--- config.mk ---
export PLATFORM = sky130hd
export DESIGN_NAME = fifo_wr_arbiter
export DESIGN_NICKNAME = d
export VERILOG_FILES = /design/src/rtl/fifo_wr_arbiter.sv
export SDC_FILE = /design/constraint.sdc
export NUM_CORES = 1
export LEC_CHECK = 0
export BUFFER_PORTS_ARGS = -buffer_cell sky130_fd_sc_hd__buf_2
export CORE_ASPECT_RATIO = 1.1
export CORE_MARGIN = 10
export CORE_UTILIZATION = 35
export DETAILED_ROUTE_END_ITERATION = 16
export GPL_TIMING_DRIVEN = 0
export PLACE_DENSITY = 0.67
export REMOVE_ABC_BUFFERS = 1
export SLEW_MARGIN = 5
export SYNTH_ARGS = -nofsm -noshare
export SYNTH_HDL_FRONTEND = slang
export SYNTH_SLANG_ARGS = --single-unit
--- constraint.sdc ---
create_clock -name CLK -period 1.88 [get_ports CLK]
set_clock_uncertainty 0.1 [all_clocks]
set_input_delay 0.376 -clock CLK [delete_from_list [all_inputs] [get_ports CLK]]
set_output_delay 0.376 -clock CLK [all_outputs]
set_load 0.02 [all_outputs]
--- src/rtl/fifo_wr_arbiter.sv ---
// Round-robin arbiter sharing the ASYNC_FIFO write port among NUM_REQ
// valid/ready producers, with bounded bursts and FULL backpressure.
module fifo_wr_arbiter #(
  parameter int unsigned DATA_WIDTH = 8,
  parameter int unsigned NUM_REQ    = 4,
  parameter int unsigned MAX_BURST  = 4,
  parameter int unsigned CNT_WIDTH  = 16,
  localparam int unsigned GNT_WIDTH = (NUM_REQ > 1) ? $clog2(NUM_REQ) : 1
) (
  input  logic                          CLK,
  input  logic                          RST,
  input  logic [NUM_REQ-1:0]            REQ_VALID,
  input  logic [NUM_REQ*DATA_WIDTH-1:0] REQ_DATA,
  output logic [NUM_REQ-1:0]            REQ_READY,
  input  logic                          FULL,
  output logic                          W_INC,
  output logic [DATA_WIDTH-1:0]         Wr_DATA,
  output logic [GNT_WIDTH-1:0]          GNT_ID,
  output logic                          BUSY,
  output logic [CNT_WIDTH-1:0]          WR_COUNT
);

  localparam int unsigned BEAT_WIDTH = (MAX_BURST > 1) ? $clog2(MAX_BURST) : 1;
  localparam logic [BEAT_WIDTH-1:0] LAST_BEAT = BEAT_WIDTH'(MAX_BURST - 1);
  localparam logic [GNT_WIDTH-1:0]  LAST_REQ  = GNT_WIDTH'(NUM_REQ - 1);

  typedef enum logic [0:0] {
    IDLE  = 1'b0,
    GRANT = 1'b1
  } state_e;

  state_e                state_q, state_d;
  logic [GNT_WIDTH-1:0]  gnt_q, gnt_d;
  logic [GNT_WIDTH-1:0]  last_q, last_d;
  logic [BEAT_WIDTH-1:0] beat_q, beat_d;
  logic [CNT_WIDTH-1:0]  cnt_q, cnt_d;
  logic                  busy_q, busy_d;

  logic                  valid_gnt_c;
  logic                  transfer_c;
  logic [NUM_REQ-1:0]    rot_valid_c;
  logic [2*NUM_REQ-1:0]  dbl_valid_c;
  logic                  found_c;
  logic [GNT_WIDTH-1:0]  winner_c;

  // Granted producer's valid and data, selected by a plain mux.
  always_comb begin
    valid_gnt_c = 1'b0;
    Wr_DATA     = '0;
    for (int i = 0; i < int'(NUM_REQ); i++) begin
      if (gnt_q == GNT_WIDTH'(i)) begin
        valid_gnt_c = REQ_VALID[i];
        Wr_DATA     = REQ_DATA[i*DATA_WIDTH +: DATA_WIDTH];
      end
    end
  end

  assign transfer_c = (state_q == GRANT) && valid_gnt_c && !FULL;
  assign W_INC      = transfer_c;

  // Ready only toward the granted producer, and never while the FIFO is full.
  always_comb begin
    REQ_READY = '0;
    for (int i = 0; i < int'(NUM_REQ); i++) begin
      REQ_READY[i] = (state_q == GRANT) && (gnt_q == GNT_WIDTH'(i)) && !FULL;
    end
  end

  // Rotate valids so bit 0 is the producer right after last_q; the lowest set bit wins.
  always_comb begin
    dbl_valid_c = {REQ_VALID, REQ_VALID};
    rot_valid_c = NUM_REQ'(dbl_valid_c >> (32'(last_q) + 32'd1));
    found_c     = 1'b0;
    winner_c    = '0;
    for (int j = 0; j < int'(NUM_REQ); j++) begin
      if (!found_c && rot_valid_c[j]) begin
        found_c  = 1'b1;
        winner_c = GNT_WIDTH'((32'(last_q) + 32'd1 + 32'(j)) % NUM_REQ);
      end
    end
  end

  // Next-state and registered-output logic.
  always_comb begin
    state_d = state_q;
    gnt_d   = gnt_q;
    last_d  = last_q;
    beat_d  = beat_q;
    cnt_d   = cnt_q;
    case (state_q)
      IDLE: begin
        if (found_c) begin
          gnt_d   = winner_c;
          beat_d  = '0;
          state_d = GRANT;
        end
      end
      GRANT: begin
        if (transfer_c) begin
          beat_d = beat_q + 1'b1;
          cnt_d  = cnt_q + 1'b1;
        end
        // A stalled final beat holds the grant; a dropped valid releases even under FULL.
        if ((transfer_c && (beat_q == LAST_BEAT)) || !valid_gnt_c) begin
          state_d = IDLE;
          last_d  = gnt_q;
          beat_d  = '0;
        end
      end
      default: state_d = IDLE;
    endcase
    busy_d = (state_d == GRANT);
  end

  always_ff @(posedge CLK or negedge RST) begin
    if (!RST) begin
      state_q <= IDLE;
      gnt_q   <= '0;
      last_q  <= LAST_REQ;
      beat_q  <= '0;
      cnt_q   <= '0;
      busy_q  <= 1'b0;
    end else begin
      state_q <= state_d;
      gnt_q   <= gnt_d;
      last_q  <= last_d;
      beat_q  <= beat_d;
      cnt_q   <= cnt_d;
      busy_q  <= busy_d;
    end
  end

  assign GNT_ID   = gnt_q;
  assign BUSY     = busy_q;
  assign WR_COUNT = cnt_q;

endmodule

==> results of run 1 <==
state kept, by name, indices dropped and copies added, names as in the netlist:
name,flops
BUSY,1
beat_q,2
last_q,2
WR_COUNT,16
GNT_ID,2
synthesized netlist by cell type, types with 3 or more instances:
| library cell | n | share of area |
|---|---|---|
| dfrtp_1 | 21 | 0.38 |
| nand2b_1 | 3 | 0.014 |
| nor3_1 | 6 | 0.022 |
| nand3_1 | 3 | 0.011 |
| mux4_1 | 3 | 0.057 |
| nand4_1 | 6 | 0.027 |
| nand2_1 | 8 | 0.022 |
| inv_1 | 5 | 0.014 |
| mux4_2 | 6 | 0.098 |
| xnor2_1 | 8 | 0.051 |
| xor2_1 | 7 | 0.044 |
| mux2_2 | 3 | 0.024 |
| nor2_1 | 6 | 0.016 |
| a21oi_1 | 4 | 0.015 |
power by group through the flow:
stage	clock network [mW]	logic, mW	registers [mW]
finish	0.307	1.62	0.852
global route	0.340	1.75	0.888
CTS	0.316	1.35	0.845
detailed placement	0	1.15	0.892
global placement	0	1.13	0.887
floorplan	0	0.695	0.945
final cells by class:
type                    instances  area (sq um)
inverters                       5          18.8
well taps                      50          62.6
flip-flops and latches         23           583
fillers                       329          1660
multi-input cells              86           798
repair buffers                 81           548
clock buffers                   4          45.0
worst paths after layout:
kind,to,startpoint,slack (ps),cells past startpoint
min,WR_COUNT[15],WR_COUNT[15],380,1
min in group asynchronous,WR_COUNT[12],RST,490,2
max,W_INC,GNT_ID[0],-160,3
max reg2reg,WR_COUNT[1],GNT_ID[0],-50,5
max in group asynchronous,GNT_ID[0],RST,810,2
min reg2reg,WR_COUNT[15],WR_COUNT[15],380,1
cell families (layout without fill, tap and decap cells):
logic type                 after synthesis  in the layout  synth area share
and+or+nand+nor                         44             44             0.176
DFF                                     23             23             0.419
xor gates and xnor gates                15             15            0.0953
muxes                                   14             14             0.198
AOI/OAI and AO/OA                       11             11            0.0581
buffers and inverters                    9             90            0.0354
adders and majority gates                2              2            0.0181
repair_timing:
action,CTS,global route
buffers inserted,6,3
pin swaps,0,4
resized for setup,16,32
endpoints found under the setup margin,34,19
gates cloned,0,1
hold endpoints to repair,21,0
hold buffers,1,0
per-stage QoR:
step	utilization	cell area, sq um	setup WS, ps
3_3_place_gp	0.475	1760	-420
2_1_floorplan	-	1350	-277
5_1_grt	0.554	2060	-203
6_report	0.554	2060	-159
3_5_place_dp	0.475	1760	-427
4_1_cts	0.514	1910	-168
routing by layer:
| layer | part of all wire | up-vias | GRT usage |
|---|---|---|---|
| met2 | 0.43 | 68 | 0.180 |
| met3 | 0.12 | 6 | 0.0532 |
| met4 | 0.013 | 0 | 0.0497 |
| li1 | - | 594 | - |
| met1 | 0.43 | 577 | 0.134 |
| met5 | 0 | - | 0 |
==> results, run 1 <==
- The start-to-end type of the worst setup path is register to primary output.
- The checks that failed: negative setup slack.
- The total overflow left after global routing is 0.
- Counting every instance in the synthesized netlist gives 118.
- Walking the worst path, the cells encountered are mux4_2 -> and2_4 -> buf_6.
- The min-delay analysis places its worst path in the category register to register.
- The run finished, with violations left.
- For the finished layout, the period the worst path requires is about 2000 ps.
- The most used flip-flop cell after synthesis is dfrtp_1.
- Of all nets on the critical path, the largest fanout is 3.
- The mean instance size in the synthesized netlist is around 12 sq um.
- The clock insertion delay at the later pin of the skew report is around 260 ps.
- Max-cap violations in this run came to 0.
- The placed wire-length estimate after detailed placement is about 3.1 mm.
- The share of post-route cells with drive strength above 1 is 0.573.
- The minimum hold slack is approximately 380 ps.
- The worst pin sits at a relative slew slack of 0.671.
- The fraction of the yosys area taken by sequential cells is 0.419.
- The power per cell area is 1350 nW/um^2.
- In this run the deepest clock path goes through 2 buffers.
- The die width is ~80 microns.
- In this run the static leakage power is between 0.9 and 1 nW.
- The library cells used most frequently in the layout, excluding fill and tap cells, are 58 x buf_2, 19 x dfrtp_1, 14 x buf_6.
- The count of H-tree levels built during CTS is 1.
- The maximum operating frequency is around 0.5 GHz.
- The global-route wire length before repair is roughly 6.5 mm.
- The critical-path cell with the highest stage delay is mux4_2.
- Once detail routing completed, the nets flagged for antenna violations numbered 0.
- Wires add up to about 4.2 mm.
- 71 I/O pins were placed.
- The maximum vdd drop is ~0.56 mV.
- Of the total power, the clock network draws 0.110.
- The total power consumption of the routed design is approximately 2.8 mW.
- The synthesized design contains 23 register bits.
- The internal power summed over all cells is 1.68 mW.
- Measured along the y axis, the die boundary spans approximately 86 microns.
- Buffers inserted during clock tree synthesis total 3.
- The clock-pin slew of the registers on the worst-case setup and hold paths is roughly 80 ps.
- The worst setup path is launched from a register.
- The share of power burned in registers is 0.306.
- The count of unique library cells instantiated by Yosys is 34.
- The commonest non-fill, non-tap cell in the layout is buf_2.
- The number of remaining DRC errors is 0.
- The kind of end point of the critical path is a primary output.
- For this run, the number of Yosys warnings is 0.
- The number of antenna violations at the first check in global routing was 0.
- The sum of negative setup slack is -1150 ps.
- The final cycle utilization of the critical path is 1.08.
- For the pin with the worst max-slew slack, the measured transition is 493 ps.
- The detail-routed via count per cell is about 5.
- The count of standard-cell rows is 23.
- The number of slew-limit violations in the final report is 0.
- The congestion estimate from routability-driven global placement came to between 0.8 and 0.9.
- The hold violation total from the final report is 0.
- From synthesis to final layout, the design area changed by 49.1%.
- STA puts the critical path data required time at 1400 ps.
- The switching power of the nets is between 1 and 1.5 mW.
- In this design, the stage delay of the slowest critical-path cell is approximately 540 ps.
- The detailed router placed 1,245 vias in this run.
- Setup repair after global routing could not meet its margin everywhere.
- The initial cell density of the core is 0.371.
- The via count of the first global-routing pass is 1,320.
- The combined area of all synthesized cells is 1380 sq um.
- The all-layer global routing usage is 0.116.
- The buffer and inverter count on the worst path is 1.
- The quantity of I/O buffers inserted on ports is 70.
- The share of total power dissipated in combinational logic is 0.583.
- The CTS tree is built.
- In this run the clock root is driven by a clkbuf_8.
- The total number of clock tree sinks is 23.
- The data arrival time at the worst-slack endpoint is around 1600 ps.
- For this run, the detailed router's first-pass iteration total came to 4.
- The wire length per cell is approximately 17 microns.
- In this run, the number of DRC markers left after iteration 0 of detailed routing was 22.
- Leaving out filler cells and counting taps, the final layout contains 249.
- The final layout contains about 240 nets.
- Setup violations remaining at the end of the flow were counted as 11.
- The number of diodes is 0.
- The maximum number of pins on one net before global-route repair is 24.
- The number of cells after detailed placement is 234.
- Yosys mapped a number of flops with a built-in enable equal to 0.
- The die covers around 6900 sq um.
- The switching share of power is 0.396.
- After layout, the worst setup slack is -159 ps.
- The family with the most delay on the worst path is multiplexers.
- The area of the core region is between 3000 and 4000 sq um.
- Counting flops with an async set or reset pin after synthesis yields a share of 1.00.
No activity file was read; power rests on OpenSTA's default activity.
==> run 2, diff against run 1 <==
Settings changed: CORE_MARGIN 10 to not set.
==> run 2 against run 1 <==
The flow still finishes with violations (negative setup slack). Combinational power about the same. Sequential power rose by 1%. Maximum frequency is 0.33% higher. Die area is 39% lower. First-iteration DRC count increased by 82%. Sequential cell count unchanged. Power fell by 1.0%. Final cell count did not move. Worst hold slack worse by 15 ps. Via count down 0.80%. Critical path type unchanged. Critical endpoint unchanged. Largest power group unchanged.
==> results, run 2 (synthesis results as in run 1) <==
- The total number of vias is 1,235.
- The root buffer cell chosen for the clock tree is clkbuf_8.
- The CTS tree is built.
- Clock tree synthesis inserted a total of 3 buffers.
- Including well taps, the total number of placed cells is between 200 and 250.
- The data required time of the worst path is around 1400 ps.
- The quantity of I/O buffers inserted on ports is 70.
- The total setup violations reported at the end of the flow is 16.
- The maximum vdd drop is around 0.54 mV.
- At the pin with the least slew margin, the transition time is about 500 ps.
- The die is between 60 and 70 microns wide.
- The count of standard-cell rows is 23.
- The area growth from synthesis to layout is 48.3%.
- The number of max-cap violations is 0.
- In the finished design, the share of the clock period the worst path needs comes to 1.08.
- In this run, the number of DRC markers left after iteration 0 of detailed routing was 40.
- The number of iterations in the first detailed-routing pass is 4.
- Measured on the finished design, the core utilization comes to 0.551.
- The count of H-tree levels built during CTS is 1.
- In the final layout, the share of cells above drive strength 1 is 0.563.
- The hold violation total from the final report is 0.
- Setup repair after global routing could not meet its margin everywhere.
- Entering global routing, the biggest net connects 24 pins.
- The critical path is of the register to primary output type.
- The maximum operating frequency is 0.492 GHz.
- The number of slew-limit violations in the final report came to 0.
- For this configuration, the core starts out at a cell density of 0.371.
- The final worst-path setup slack is -152 ps.
- Summed over all layers, the global routing overflow is 0.
- The wire length per cell is approximately 14 microns.
- At the later pin of the worst-skew pair, clock insertion delay measures around 260 ps.
- The kind of end point of the critical path is a primary output.
- The layout net count is 241.
- Pin placement for this block handled between 70 and 80 I/O pins.
- The clock-pin slew of the registers on the worst-case setup and hold paths is 80 ps.
- Across every metal layer, demand over resource in global routing totals 0.159.
- After detailed routing, the number of remaining DRC violations is 0.
- The final layout contains routed wiring with a total length of ~3.5 mm.
- The die is 67.8 microns tall.
- Counting along the longest clock path gives a buffer depth of 2.
- The global-route wire length before repair is 4.91 mm.
- The sum of negative setup slack is -1240 ps.
- Power spread over the standard cell area amounts to roughly 1300 nW/um^2.
- The via count of the first global-routing pass was between 1,000 and 1,500.
- The type of the worst min-delay path is register to register.
- The register with the most flip-flops in the layout has 16 of them.
- Once layout is complete, the cells apart from fillers number 249.
- STA classifies the critical path startpoint as a register.
- The number of antenna violations at the first check in global routing came to 0.
- On the final layout, the worst hold slack is between 300 and 400 ps.
- Routability-driven placement finished with a final weighted congestion of approximately 0.75.
- The number of diodes is 0.
- Clock tree synthesis found a total of 23 sinks.
- The clock period minus final worst setup slack is 2030 ps.
- The commonest non-fill, non-tap cell in the layout is buf_2.
- After floorplanning, the core was sized to cover approximately 3700 sq um.
- Measured against its own limit, the worst slew margin works out to 0.658.
- The flow ran to the end, but the final reports show violations.
- The die covers approximately 4200 sq um.
- The analysis attributes to cell leakage a power of slightly below 1 nW.
- In this run the worst path has a maximum fanout of 4.
- The checks that failed: negative setup slack.
- The detail-routed via count per cell is between 4 and 5.
- The design draws 2.76 mW.
- The library cells used most frequently in the layout, excluding fill and tap cells, are 60 x buf_2, 19 x dfrtp_1, 13 x buf_6.
- Summed over all nets, the half-perimeter wirelength after detailed placement is 2.48 mm.
- The count of antenna-violating nets left after detailed routing is 0.
- At the worst endpoint, the arrival time is around 1600 ps.
[run 2: changes by cell type in the layout (fill, tap and decap cells not counted), moves of 2 or more]
cell / change
buf_2: +2
mux2_2: -2
mux2_4: +2
nor4_2: -2
nor4_4: +2
[run 2: final timing paths]
path                              startpoint           end  slack [ps]  depth (start not counted)
worst max-delay path               GNT_ID[0]         W_INC        -150                          3
min in group asynchronous                RST   WR_COUNT[7]         520                          2
max in group asynchronous                RST     GNT_ID[1]         770                          2
worst min register to register  WR_COUNT[15]  WR_COUNT[15]         360                          1
worst max register to register     GNT_ID[0]  WR_COUNT[11]         -70                          7
worst min-delay path            WR_COUNT[15]  WR_COUNT[15]         360                          1
[run 2: metrics by stage]
step	setup WS (ps)	cell area [sq um]
2_1_floorplan	-277	1350
5_1_grt	-199	2040
3_5_place_dp	-426	1760
6_report	-152	2040
3_3_place_gp	-431	1760
4_1_cts	-165	1920
[run 2: per-layer routing]
metal / wire length [microns] / GRT usage / vias up / share of wire
met4: 39 / 0.0500 / 0 / 0.011
met3: 295 / 0.0151 / 6 / 0.085
met2: 1660 / 0.289 / 64 / 0.48
met5: 0 / 0 / - / 0
li1: - / - / 594 / -
met1: 1480 / 0.195 / 571 / 0.43
[run 2: power breakdown]
| part | total [mW] | internal, mW | switching [mW] | leakage (nW) |
|---|---|---|---|---|
| Combinational | 1.60 | 0.857 | 0.741 | 0.688 |
| Sequential | 0.864 | 0.652 | 0.212 | 0.281 |
| Clock | 0.294 | 0.151 | 0.143 | 0.0228 |
[run 2: final cells by class]
type | count | area (sq um)
Tap cell | 50 | 62.6
Clock buffer | 4 | 45.0
Inverter | 5 | 18.8
Multi-Input combinational cell | 86 | 823
Sequential cell | 23 | 586
Timing Repair Buffer | 81 | 509
Fill cell | 340 | 1670
[run 2: repair_timing]
action | CTS | global route
pin swaps | 0 | 5
setup buffers | 9 | 2
setup endpoints to repair | 34 | 22
resized for setup | 19 | 26
hold endpoints to repair | 21 | 0
hold buffers | 1 | 0
[run 2: worst max-delay path: stages (launching register included)]
cell,delay [ps]
dfrtp_4,450
mux4_2,530
and2_4,200
buf_6,130
==> run 3, diff against run 2 <==
Settings changed: PLACE_DENSITY 0.67 to not set, SKIP_CTS_REPAIR_TIMING set to 1.
Clock period 1.88 ns to 2.2 ns, I/O delays scaled along.
==> run 3 against run 2 <==
The flow now finishes without violations. Sequential power shrank 15%. Clock power shrank 12%. Routed wire length grew 2.2%. Non-clock buffer count shrank 1. Largest power group unchanged. Via count grew 3.2%. Core utilization shrank 4.1 points. Die area is the same. Critical path depth is the same. Register-to-register slack gained 320 ps.
==> results, run 3 (synthesis results as in run 1) <==
- The flow ran to the end, and the final reports show no timing, DRC or antenna violations.
- IR analysis of the VDD net gives a maximum drop of about 0.45 mV.
- Of the available clock period, the critical path in the final layout requires 1.00.
- The largest buffer count on any clock path is 2.
- The slew at the pin with the worst max-slew slack is 502 ps.
- The layout net count is between 200 and 250.
- The die height is roughly 68 microns.
- The finished cells cover ~1900 sq um.
- The critical-path cell with the highest stage delay is mux4_2.
- The worst setup path is of the register to primary output kind.
- The worst register-to-register path begins at GNT_ID[0].
- The data required time of the worst path is 1660 ps.
- The share of post-route cells with drive strength above 1 is 0.520.
- The die covers 4190 sq um.
- The largest single stage delay on the critical path is roughly 580 ps.
- The number of max-cap violations is 0.
- The placement-stage cell area is ~1800 sq um.
- The number of diodes is 0.
- The total setup violations reported at the end of the flow is 0.
- For this block, the initial DRC count from the detailed router was 41.
- The number of remaining DRC errors is 0.
- The global-route wire length before repair is approximately 5 mm.
- The clock period minus final worst setup slack is around 2200 ps.
- The global route total overflow is 0.
- The all-layer global routing usage is 0.167.
- Walking the worst path, the cells encountered are mux4_2 -> and2_4 -> buf_6.
- Clock tree synthesis selected as its root buffer the cell clkbuf_8.
- The count of standard-cell rows is 23.
- The HPWL after detailed placement is between 2 and 3 mm.
- The total number of clock tree sinks is 23.
- The number of antenna violations at the first check in global routing is 0.
- The clock reaches the later pin of the worst-skew pair after around 260 ps.
- The detail-routed via count per cell is slightly above 5.
- TritonCTS built the clock tree.
- The final worst-path setup slack is around 0.13 ps.
- The I/O pin count is 71.
- The data arrival time at the worst-slack endpoint is 1660 ps.
- The power per cell area is about 1100 nW/um^2.
- The post-layout instance count excluding filler cells is between 200 and 250.
- Once detail routing completed, the nets flagged for antenna violations numbered 0.
- The number of iterations in the first detailed-routing pass is 4.
- The number of cells after detailed placement is around 230.
- Routability-driven placement finished with a final weighted congestion of ~0.77.
- The tightest min-delay check is of the input pin to asynchronous set/reset pin type.
- Counting the buffers created by CTS gives 3.
- The initial utilization of the core area, before any placement, comes to 0.371.
- The maximum operating frequency is around 0.45 GHz.
- The maximum fanout along the worst path is 8.
- After detailed routing, the average wire length per cell comes to ~14 microns.
- The via count of the first global-routing pass came to approximately 1,200.
- Buffers placed on the I/O ports in this run total 70.
- The library cell used most frequently in the layout, excluding fill and tap cells, is buf_2.
- The leakage component of the power is 0.959 nW.
- Tracing the worst setup path back leads to its startpoint at GNT_ID[0].
- CTS built an H-tree with a depth of 1.
- The number of slew-limit violations in the final report is 0.
- The die width is between 60 and 70 microns.
- The hold violation total from the final report is 0.
- Setup repair after global routing could not meet its margin everywhere.
- After clock tree synthesis, the clock-pin slew on the worst setup and hold paths is ~80 ps.
- From synthesis to final layout, the design area changed by 37.3%.
- The kind of end point of the critical path is a primary output.
- Summed over all failing endpoints, the final setup total negative slack is 0 ps.
- In the layout the commonest cells are 68 x buf_2, 19 x dfrtp_1, 11 x buf_4.
- Entering global routing, the biggest net connects 24 pins.
- Summed over all layers, the routed wires come to 3.55 mm.
- STA classifies the critical path startpoint as a register.
- Timing analysis after detailed placement gives a worst setup slack of -175 ps.
- The total number of vias is 1,275.
- The worst pin sits at a relative slew slack of 0.665.
- The flip-flop count of the largest register, all copies and words added is 16.
- The area of the core region is ~3700 sq um.
==> run 3: worst max-delay path, delay by kind of cell, from the launching register on <==
kind / cells / cell delay, ps
mux: 1 / 580
simple gates: 1 / 220
buf+inv: 1 / 130
flops: 1 / 470
==> run 3: per-stage QoR <==
stage          hold slack [ps]  total power [mW]   util
2_1_floorplan             44.4              1.40      -
3_3_place_gp               332              1.71  0.475
3_5_place_dp               344              1.74  0.475
4_1_cts                   53.1              2.00  0.487
5_1_grt                   65.9              2.29  0.510
6_report                  32.5              2.13  0.510
==> run 3: final cells by class <==
cell class              instances  area (sq um)
clock buffers                   3          41.3
inverters                       5          18.8
fillers                       347          1820
flip-flops and latches         23           583
clock inverters                 1          5.00
multi-input cells              86           748
well taps                      50          62.6
repair buffers                 80           434
==> run 3: layer usage <==
layer | vias to the layer above | track usage | share of wire
li1 | 599 | - | -
met1 | 598 | 0.176 | 0.39
met2 | 74 | 0.313 | 0.50
met3 | 4 | 0.0265 | 0.094
met4 | 0 | 0.0806 | 0.011
met5 | - | 0 | 0
==> run 3: final timing paths <==
kind	to	slack, ps	cells past startpoint
max in group asynchronous	GNT_ID[0]	1590	1
min reg2reg	WR_COUNT[15]	370	1
max	W_INC	0.1	3
min in group CLK	WR_COUNT[15]	370	1
min	WR_COUNT[11]	30	1
max reg2reg	WR_COUNT[14]	250	5
==> run 3: power breakdown <==
| part | internal, mW | total [mW] | switching [mW] |
|---|---|---|---|
| Sequential | 0.552 | 0.732 | 0.180 |
| Clock | 0.126 | 0.260 | 0.134 |
| Combinational | 0.579 | 1.13 | 0.555 |
| Total | 1.26 | 2.13 | 0.869 |
